**config.mk**
```make
export PLATFORM = sky130hd
export DESIGN_NAME = uart_alu_bridge_flat
export DESIGN_NICKNAME = d
export VERILOG_FILES = /design/src/rtl/uart_alu_if.sv /design/src/rtl/uart_alu_bridge.sv /design/src/flat_wrapper.sv
export SDC_FILE = /design/constraint.sdc
export NUM_CORES = 1
export LEC_CHECK = 0
export BUFFER_PORTS_ARGS = -buffer_cell sky130_fd_sc_hd__buf_2
export CAP_MARGIN = 20
export CORE_AREA = 2 2 72 74
export CTS_CLUSTER_SIZE = 25
export DETAILED_ROUTE_END_ITERATION = 6
export DIE_AREA = 0 0 74 76
export PLACE_DENSITY = 0.83
export SLEW_MARGIN = 20
export SYNTH_ARGS = -nofsm -noshare
export SYNTH_HDL_FRONTEND = slang
export SYNTH_SLANG_ARGS = --single-unit
```
**constraint.sdc**
```tcl
create_clock -name clk -period 7.25 [get_ports clk]
set_clock_uncertainty 0.05 [all_clocks]
set_input_delay 0.3625 -clock clk [delete_from_list [all_inputs] [get_ports clk]]
set_output_delay 0.3625 -clock clk [all_outputs]
set_load 0.1 [all_outputs]
```
**src/rtl/uart_alu_if.sv**
```systemverilog
// Byte-stream handshake between the UART FIFOs and the ALU bridge.
// "master" is the bridge side, "slave" is the FIFO side.
interface uart_alu_if #(
  parameter int unsigned DBIT = 8
) ();
  logic            rx_empty;
  logic [DBIT-1:0] r_data;
  logic            rd_uart;
  logic            tx_full;
  logic            wr_uart;
  logic [DBIT-1:0] w_data;
  logic            op_err;

  modport master (
    input  rx_empty, r_data, tx_full,
    output rd_uart, wr_uart, w_data, op_err
  );

  modport slave (
    output rx_empty, r_data, tx_full,
    input  rd_uart, wr_uart, w_data, op_err
  );
endinterface

```
**src/rtl/uart_alu_bridge.sv**
```systemverilog
// Reads A, B and an opcode byte from the receive FIFO, executes one ALU
// operation and pushes the result byte to the transmit FIFO.
module uart_alu_bridge #(
  parameter int unsigned DBIT  = 8,
  parameter int unsigned NB_OP = 6
) (
  input  logic      clk,
  input  logic      reset,
  uart_alu_if.master bus
);

  typedef enum logic [2:0] {GET_A, GET_B, GET_OP, EXEC, SEND} state_t;

  localparam logic [NB_OP-1:0] OP_ADD = NB_OP'(6'b100000);
  localparam logic [NB_OP-1:0] OP_SUB = NB_OP'(6'b100010);
  localparam logic [NB_OP-1:0] OP_AND = NB_OP'(6'b100100);
  localparam logic [NB_OP-1:0] OP_OR  = NB_OP'(6'b100101);
  localparam logic [NB_OP-1:0] OP_XOR = NB_OP'(6'b100110);
  localparam logic [NB_OP-1:0] OP_NOR = NB_OP'(6'b100111);
  localparam logic [NB_OP-1:0] OP_SRA = NB_OP'(6'b000011);
  localparam logic [NB_OP-1:0] OP_SRL = NB_OP'(6'b000010);

  state_t            state_q, state_d;
  logic [DBIT-1:0]   a_q, b_q, w_data_q;
  logic [NB_OP-1:0]  op_q;
  logic              op_err_q;
  logic              rd_c, wr_c;
  logic              ld_a, ld_b, ld_op, ld_res;
  logic [DBIT-1:0]   res_c;
  logic              err_c;
  logic              shamt_big_c;

  // State register
  always_ff @(posedge clk or negedge reset) begin
    if (!reset) state_q <= GET_A;
    else        state_q <= state_d;
  end

  // Next state, FIFO strobes and load enables
  always_comb begin
    state_d = state_q;
    rd_c    = 1'b0;
    wr_c    = 1'b0;
    ld_a    = 1'b0;
    ld_b    = 1'b0;
    ld_op   = 1'b0;
    ld_res  = 1'b0;
    case (state_q)
      GET_A: if (!bus.rx_empty) begin
        rd_c = 1'b1; ld_a = 1'b1; state_d = GET_B;
      end
      GET_B: if (!bus.rx_empty) begin
        rd_c = 1'b1; ld_b = 1'b1; state_d = GET_OP;
      end
      GET_OP: if (!bus.rx_empty) begin
        rd_c = 1'b1; ld_op = 1'b1; state_d = EXEC;
      end
      EXEC: begin
        ld_res  = 1'b1;
        state_d = SEND;
      end
      SEND: if (!bus.tx_full) begin
        wr_c = 1'b1; state_d = GET_A;
      end
      default: state_d = GET_A;
    endcase
  end

  // Shift amounts of DBIT or more saturate to the full-width fill value
  assign shamt_big_c = (32'(b_q) >= DBIT);

  always_comb begin
    res_c = '0;
    err_c = 1'b0;
    case (op_q)
      OP_ADD: res_c = a_q + b_q;
      OP_SUB: res_c = a_q - b_q;
      OP_AND: res_c = a_q & b_q;
      OP_OR:  res_c = a_q | b_q;
      OP_XOR: res_c = a_q ^ b_q;
      OP_NOR: res_c = ~(a_q | b_q);
      OP_SRA: res_c = shamt_big_c ? {DBIT{a_q[DBIT-1]}} : $unsigned($signed(a_q) >>> b_q);
      OP_SRL: res_c = shamt_big_c ? '0 : (a_q >> b_q);
      default: err_c = 1'b1;
    endcase
  end

  // Operand capture and result registers
  always_ff @(posedge clk or negedge reset) begin
    if (!reset) begin
      a_q      <= '0;
      b_q      <= '0;
      op_q     <= '0;
      w_data_q <= '0;
      op_err_q <= 1'b0;
    end else begin
      if (ld_a)  a_q  <= bus.r_data;
      if (ld_b)  b_q  <= bus.r_data;
      if (ld_op) op_q <= bus.r_data[NB_OP-1:0];
      if (ld_res) begin
        w_data_q <= res_c;
        op_err_q <= err_c;
      end
    end
  end

  // Strobes are masked while reset is held so no FIFO access leaks through
  assign bus.rd_uart = rd_c & reset;
  assign bus.wr_uart = wr_c & reset;
  assign bus.w_data  = w_data_q;
  assign bus.op_err  = op_err_q;

endmodule
```
**src/flat_wrapper.sv**
```systemverilog
// flat-port wrapper written by rule: the top's interface ports become plain ports
module uart_alu_bridge_flat 
#(
  parameter int unsigned DBIT  = 8,
  parameter int unsigned NB_OP = 6
)
  (clk, reset, bus_rx_empty, bus_r_data, bus_tx_full, bus_rd_uart, bus_wr_uart, bus_w_data, bus_op_err);
  uart_alu_if #(.DBIT(DBIT)) bus_i ();
  input  logic clk;
  input  logic reset;
  input wire logic [$bits(bus_i.rx_empty)-1:0] bus_rx_empty;
  input wire logic [$bits(bus_i.r_data)-1:0] bus_r_data;
  input wire logic [$bits(bus_i.tx_full)-1:0] bus_tx_full;
  output wire logic [$bits(bus_i.rd_uart)-1:0] bus_rd_uart;
  output wire logic [$bits(bus_i.wr_uart)-1:0] bus_wr_uart;
  output wire logic [$bits(bus_i.w_data)-1:0] bus_w_data;
  output wire logic [$bits(bus_i.op_err)-1:0] bus_op_err;
  assign bus_i.rx_empty = bus_rx_empty;
  assign bus_i.r_data = bus_r_data;
  assign bus_i.tx_full = bus_tx_full;
  assign bus_rd_uart = bus_i.rd_uart;
  assign bus_wr_uart = bus_i.wr_uart;
  assign bus_w_data = bus_i.w_data;
  assign bus_op_err = bus_i.op_err;
  uart_alu_bridge #(.DBIT(DBIT), .NB_OP(NB_OP)) u_core (.clk(clk), .reset(reset), .bus(bus_i));
endmodule
```
==> Yosys cells after proc, flatten, opt, wreduce, memory -nomap -nowiden <==
Index checks and enable logic that the tools add are counted.
{ "word_totals": {"wordCells": 54, "in_bits": 12, "output_inout_bits": 11, "regBits": 34} }
{ "classes": {"muxes": 17, "n_eq_ne": 16, "addsub": 2, "n_bitwise": 6, "reduce_logical": 4, "n_shift": 2, "magnitude_cmp": 1} }
{ "ops": {"columns": ["op", "count"], "rows": [
  ["8-bit one-hot mux with 8 select lines", 1],
  ["6-bit == test (second input constant)", 6],
  ["8-bit two-way mux", 2],
  ["3-bit one-hot mux with 5 select lines", 1],
  ["6-bit by 2-bit == test with 1-bit output (second input constant)", 2],
  ["3-bit two-way mux", 4],
  ["1-bit two-way mux", 9],
  ["8-bit adder", 1],
  ["8-bit bitwise AND", 1],
  ["8-bit by 4-bit >= comparator with 1-bit output (second input constant)", 1],
  ["2-bit != test (second input constant)", 4],
  ["8-bit inverter", 1],
  ["8-bit OR", 1],
  ["8-bit OR reduction", 1],
  ["8-bit by 8-bit >> shifter with 8-bit output", 1],
  ["8-bit by 8-bit >>> shifter with 8-bit output", 1],
  ["8-bit subtractor", 1],
  ["8-bit bitwise XOR", 1],
  ["3-bit by 2-bit == test with 1-bit output (second input constant)", 2],
  ["4-bit AND reduction", 1],
  ["3-bit by 1-bit == test with 1-bit output (second input constant)", 1],
  ["3-bit == test (second input constant)", 1],
  ["3-bit zero test", 1],
  ["3-bit OR reduction", 1],
  ["1-bit bitwise AND", 2]
]} }

==> Depth between registers and ports, before layout <==
Gate-level depths: netlist (run 1).
{ "logic_depth": {"depth_word": 4, "depth_mapped": 12, "mapped_depth_nobuf": 12} }

==> Worst setup path after synthesis (run 1) <==
Ideal clock, no wire load.
{ "synth_path": {"path_kind": "reg-to-reg", "from": "reg u_core.op_q[0]", "to": "reg u_core.w_data_q[6] (netlist: u_core.bus.w_data[6])", "t_required_ns": 7.084, "path_slack_ns": 4.737, "arrival_time_ns": 2.347, "synth_period_minus_slack_ns": 2.513, "setup_time_ns": 0.116, "path_stages_with_launch": 12, "n_path_buf": 1, "cell_sequence": "dfrtp_1 -> clkbuf_1 -> nor2b_1 -> nand3_1 -> mux2i_1 -> fa_1 -> a21o_1 -> a21oi_1 -> o21bai_1 -> a21oi_1 -> xor2_1 -> o311ai_0"} }
{ "synth_between": {"elab_chain_len": 2, "word_cells_on_any_way": 9, "cone_classes": "eq/ne (8); mux (1)"} }
{ "synth_rtl": {"columns": ["item", "line", "rtl"], "rows": [
  ["start: declaration", "uart_alu_bridge.sv:25", "logic [NB_OP-1:0] op_q;"],
  ["start signal: assignment", "uart_alu_bridge.sv:99", "if (ld_op) op_q <= bus.r_data[NB_OP-1:0];"],
  ["6-bit by 2-bit == test with 1-bit output / 6-bit == test (equally long branches)", "uart_alu_bridge.sv:75", "case (op_q)"],
  ["8-bit one-hot mux with 8 select lines (*)", "uart_alu_bridge.sv:75", null],
  ["end signal: assignment", "uart_alu_bridge.sv:101", "w_data_q <= res_c;"],
  ["end: declaration", "uart_alu_bridge.sv:24", "logic [DBIT-1:0] a_q, b_q, w_data_q;"]
]} }
Every way passes the cells marked *; elsewhere a longest branch is shown, timed or not.
A chain may end at the register's enable or synchronous reset.

==> Worst setup path after layout (run 1) <==
{ "layout_path": {"from": "reg u_core.op_q[1]", "to": "reg u_core.w_data_q[6] (netlist: u_core.bus.w_data[6])"} }
Same word-level chain as after synthesis.

==> qor.txt, run 1 <==
ratio of final minimum period to clock period: 0.436
Fin Hold WS: 0.107 ns
sequential fraction of the synthesis area: 0.304
largest net degree at the start of global routing: 37
Post-synth top cells: nand2_1 (37), dfrtp_1 (34), o21ai_0 (29)
total congestion overflow after global routing: 0
outcome: complete, no violations
effective utilization at floorplan: 0.569
syn nets: 353
first-pass GRT wire length: 11,500 µm
Layout Cell Area excl Fill: 3030 µm²
DIE AREA: 5620 µm²
Cells after Synth: 316
first-pass iteration count of the detailed router: 4
count of instances resized after the clock tree is built: 0
Num CTS Buffers: 5
worst setup path class: register to register
async set or reset register ratio after synthesis: 1.00
post-layout min period: 3.16 ns
antenna violations before repair: 0
floorplan die width: 74 µm
Fill cells: 427
kind of capture point of the worst setup path: register
setup repair after global routing missed its margin: no
Bufs on Longest Clock Path: 2
count of vias placed by the detailed router: 2,394
cell with the largest stage delay on the worst path: dfrtp_1
total setup violations reported at the end of the flow: 0
Total Negative Setup Slacks: 0 ns
Worst Tran Pin Value: 0.836 ns
number of flops mapped to enable cells by yosys: 0
count of standard-cell rows: 26
headroom to the max-slew limit: 0.443
CP cell instances: buf_4, nor2b_1, nand3_1, mux2i_1, fa_1, a21o_1, a21oi_1, o21bai_1, a21oi_1, xor2_1, o311ai_0
clock transition time at the flip-flop clock pins of the worst setup and hold paths: 0.07 ns
Initial DRC Count: 213
root buffer selected by CTS: clkbuf_8
Mapped Area: 2800 µm²
cell type group with the largest total delay on the critical path: compound AO/OA/AOI/OAI gates
area leader, netlist: dfrtp_1
final number of hold-violating endpoints: 0
highest net fanout along the worst path: 18
overall routing resource usage: 0.265
Max-Cap Viols: 0
layout cells sized above 1: 0.154
most frequent cell after synthesis: nand2_1
area share of the leading cell type in the synthesized netlist: 0.304
DRC violations left: 0
deepest level of the CTS H-tree: 2
Critical Path Most Common Cell: a21oi_1
number of setup buffers added after CTS: 0
buffering stage count on the worst path with inverters included: 1
synth warn: 0
number of top-level pins: 23
vertical die dimension: 76 µm
Hold/Removal Path Class: input pin to asynchronous set/reset pin
longest individual stage delay on the worst path: 0.50 ns
Clock Latency Late Sink: 0.29 ns
main flop type after synthesis: dfrtp_1
vias per cell: 5.97
core area: 4910 µm²
mean area per synthesized cell: 8.85 µm²
total length of routed wires: 6820 µm
data required time at the worst endpoint: 7.38 ns
gp weighted congestion: 0.939
count of unique library cells instantiated by Yosys: 61
count of input and output buffers: 22
post-detailed-route count of antenna-violating nets: 0
clock tree from TritonCTS: yes
max frequency: 0.316 GHz
post-DP HPWL: 5100 µm
arrival time of the worst setup path: 3.30 ns
Cell Area, Placed: 2940 µm²
routed len/inst: 17.0 µm
layout overhead on the synthesized area: 8.28%
biggest area contributors in the synthesized netlist: dfrtp_1 (30%), ha_1 (11%), o21ai_0 (5.2%), nand2_1 (5.0%), xnor2_1 (3.8%)
number of clock sinks: 34
hold buffers post-CTS: 0
number of global-route vias before repair: 2,367
kind of start point of the critical path: register
Net count, final: 367
flip-flop and latch count after synthesis: 34
Max Slew Vio Count: 0
antenna diode count: 0
==> cell type report <==
class / instances / area [µm²] / share of cell area
repair buffers: 24 / 125 / 0.0413
inverters: 18 / 67.6 / 0.0223
flip-flops and latches: 34 / 851 / 0.281
well taps: 70 / 87.6 / 0.0289
clock inverters: 1 / 5.00 / 0.00165
multi-input cells: 247 / 1800 / 0.596
clock buffers: 7 / 86.3 / 0.0285
==> state kept, by name (all words and copies together) (netlist names) <==
name and cells:
u_core.a_q 8, u_core.op_q 6, u_core.bus.w_data 8, u_core.state_q 3, u_core.b_q 8, u_core.bus.op_err 1
==> final timing paths <==
path	start	slack [ns]	endpoint	depth (start not counted)
min in group clk	bus_r_data[6]	0.24	u_core.b_q[6]	3
max in group asynchronous	reset	6.53	u_core.a_q[1]	1
worst max register to register	u_core.op_q[1]	4.09	u_core.bus.w_data[6]	11
worst max-delay path	u_core.op_q[1]	4.09	u_core.bus.w_data[6]	11
worst min-delay path	reset	0.11	u_core.bus.w_data[5]	1
worst min register to register	u_core.bus.op_err	0.44	u_core.bus.op_err	2
==> worst register-to-register path: cells and delay by family, from the launching register on <==
kind / cells / cell delay (ns)
DFF: 1 / 0.50
adders and majority gates: 1 / 0.48
muxes: 1 / 0.23
and+or+nand+nor: 2 / 0.46
buffers and inverters: 1 / 0.32
AOI/OAI and AO/OA: 5 / 0.94
xor gates and xnor gates: 1 / 0.08
==> layer usage <==
layer	track usage	routed length, µm	vias up
met5	0	0	-
li1	-	-	1157
met1	0.368	3060	1118
met2	0.403	3080	98
met3	0.0569	512	21
met4	0.0982	167	0
==> logic make-up (layout without fill, tap and decap cells) <==
family | count (synthesis) | count (layout) | synth area share
flops | 34 | 34 | 0.304
buf+inv | 35 | 50 | 0.0501
simple gates | 97 | 97 | 0.178
mux | 18 | 18 | 0.0806
xor+xnor | 20 | 20 | 0.0627
fa+ha+maj | 25 | 25 | 0.115
compound gates | 87 | 87 | 0.210
==> cell usage in the layout (no fill, tap or decap), types with 3 or more instances in the layout <==
master | Yosys | layout
nand2b_1 | 3 | 3
mux2_2 | 6 | 6
nor2b_1 | 7 | 7
dfrtp_1 | 34 | 34
nor2_1 | 25 | 25
a211oi_1 | 9 | 9
o31ai_1 | 4 | 4
xor2_1 | 8 | 8
buf_2 | 5 | 22
nand2_1 | 37 | 37
xnor2_1 | 12 | 12
o21ai_0 | 29 | 29
o311ai_0 | 3 | 3
mux4_2 | 3 | 3
ha_1 | 24 | 24
nor3_1 | 3 | 3
clkbuf_8 | 0 | 6
o211ai_1 | 3 | 3
mux2i_1 | 9 | 9
a21oi_1 | 12 | 12
nand3_1 | 5 | 5
inv_1 | 18 | 18
==> per-stage QoR <==
step                setup slack, ns  utilization  std cells
detailed placement             4.13        0.598        393
global placement               4.26        0.598        393
global route                   3.77        0.616        401
floorplan                      4.74            -        316
CTS                            4.11        0.616        401
finish                         4.09        0.616        401
Power of run 1 is not shown: default switching activity piles up to over one toggle a cycle in this logic, so the estimate is an artifact.
==> run 2: changes to the inputs <==
CORE_AREA = 2 2 75 77   (was 2 2 72 74)
DIE_AREA = 0 0 77 79   (was 0 0 74 76)
PLACE_DENSITY = 0.81   (was 0.83)
clock period = 2.9 ns   (was 7.25 ns; I/O delays follow)
==> run 2 against run 1 <==
- hold slack worse by 0.082 ns
- routed wire length increased by 2.6%
- worst setup slack got worse by 3.8 ns
- register-to-register slack got worse by 3.8 ns
==> qor.txt, run 2 (synthesized netlist as in run 1, its figures left out) <==
outcome: complete, no violations
max frequency: 0.384 GHz (+21%)
vertical die dimension: 79 µm (+3.9%)
total congestion overflow after global routing: 0 (unchanged)
deepest level of the CTS H-tree: 2 (unchanged)
final number of hold-violating endpoints: 0 (unchanged)
Max Slew Vio Count: 0 (unchanged)
clock tree from TritonCTS: yes
largest net degree at the start of global routing: 28 (-24%)
leading cell type in the layout, fill and taps excluded: nand2_1
Layout Cells excl Fill: 412 (+2.7%)
number of global-route vias before repair: 2,333 (-1.4%)
reg-to-reg setup timing slack: 0.30 ns (-3.79 ns)
Total Negative Setup Slacks: 0 ns (unchanged)
root buffer selected by CTS: clkbuf_8
Net count, final: 376 (+2.5%)
number of top-level pins: 23 (unchanged)
layout overhead on the synthesized area: 11.8%
slack of the critical path: 0.296 ns (-3.79 ns)
number of instances in the placed design: 403 (+2.5%)
total setup violations reported at the end of the flow: 0 (unchanged)
antenna diode count: 0 (unchanged)
highest net fanout along the worst path: 4 (-14)
gp weighted congestion: 0.890 (-5.2%)
count of vias placed by the detailed router: 2,464 (+2.9%)
count of input and output buffers: 22 (unchanged)
arrival time of the worst setup path: 2.75 ns (-0.55 ns)
number of setup buffers added after CTS: 0 (unchanged)
post-placement worst setup slack: 0.136 ns (-3.99 ns)
post-layout min period: 2.60 ns (-0.558 ns)
Max-Cap Viols: 0 (unchanged)
antenna violations before repair: 0 (unchanged)
first-pass iteration count of the detailed router: 4 (unchanged)
Worst Tran Pin Value: 0.553 ns (-0.282 ns)
kind of start point of the critical path: register
vias per cell: 5.98 (+0.18%)
effective utilization at floorplan: 0.524 (-0.0454)
headroom to the max-slew limit: 0.631 (+0.188)
clock transition time at the flip-flop clock pins of the worst setup and hold paths: 0.08 ns (about the same)
setup repair after global routing missed its margin: no
DRC violations left: 0 (unchanged)
count of standard-cell rows: 27 (+3.8%)
number of clock sinks: 34 (unchanged)
total length of routed wires: 7000 µm (+2.6%)
most used cells in the layout excluding fill and tap cells: nand2_1 (37), dfrtp_1 (33), o21ai_0 (29)
worst setup path class: register to register
post-detailed-route count of antenna-violating nets: 0 (unchanged)
post-DP HPWL: 5510 µm (+8.1%)
DIE AREA: 6080 µm² (+8.2%)
overall routing resource usage: 0.245 (-0.0202)
ratio of final minimum period to clock period: 0.898 (+0.462)
floorplan die width: 77 µm (+4.1%)
core area: 5340 µm² (+8.7%)
first-pass GRT wire length: 11,700 µm (+1.6%)
Num CTS Buffers: 5 (unchanged)
data required time at the worst endpoint: 3.05 ns (-4.33 ns)
Clock Latency Late Sink: 0.29 ns (about the same)
Hold/Removal Path Class: input pin to register
Bufs on Longest Clock Path: 2 (unchanged)
Initial DRC Count: 193 (-9.4%)
layout cells sized above 1: 0.194 (+0.0400)
kind of capture point of the worst setup path: register
routed len/inst: 17.0 µm (-0.14%)
[run 2: layout make-up]
| cell class | instances | area (µm²) |
|---|---|---|
| clock buffers | 6 | 82.6 |
| clock inverters | 2 | 12.5 |
| fillers | 495 | 2210 |
| inverters | 18 | 67.6 |
| multi-input cells | 247 | 1820 |
| flip-flops and latches | 34 | 852 |
| well taps | 72 | 90.1 |
| repair buffers | 33 | 195 |
[run 2: critical path: stages, from the launching register on]
cell	delay, ns
dfrtp_1	0.45
nor3_2	0.26
nand3_2	0.16
mux2i_2	0.27
ha_1	0.27
nor2b_1	0.14
o2111ai_1	0.18
nand3_1	0.12
o41ai_1	0.31
xnor2_1	0.11
o31ai_1	0.20
[run 2: final timing paths]
path / from / end / depth (start not counted)
min in group asynchronous: reset / u_core.bus.w_data[3] / 2
max in group asynchronous: reset / u_core.op_q[1] / 3
worst max-delay path: u_core.op_q[3] / u_core.bus.w_data[7] / 10
worst max register to register: u_core.op_q[3] / u_core.bus.w_data[7] / 10
worst min-delay path: bus_r_data[6] / u_core.a_q[6] / 3
worst min register to register: u_core.bus.w_data[4] / u_core.bus.w_data[4] / 2
[run 2: per-layer routing]
metal / GRT usage / up-vias / wire length [µm]
met5: 0 / - / 0
met4: 0.0875 / 0 / 205
met3: 0.0307 / 20 / 366
met2: 0.411 / 82 / 3350
met1: 0.328 / 1186 / 3080
li1: - / 1176 / -
[run 2: metrics by stage]
step	util	hold WS, ns	instance area [µm²]
final	0.585	0.0256	3120
after global routing	0.585	0.0446	3120
after CTS	0.581	0.0260	3100
after detailed placement	0.562	-0.0171	3000
after global placement	0.562	-0.0196	3000
after floorplan	-	-0.201	2800
[run 2: timing repair]
action | CTS | global route
hold endpoints to repair | 7 | 0
hold buffers | 1 | 0
gates resized for setup | 0 | 7
setup endpoints to repair | 0 | 2
Power of run 2 is left out for the same reason.
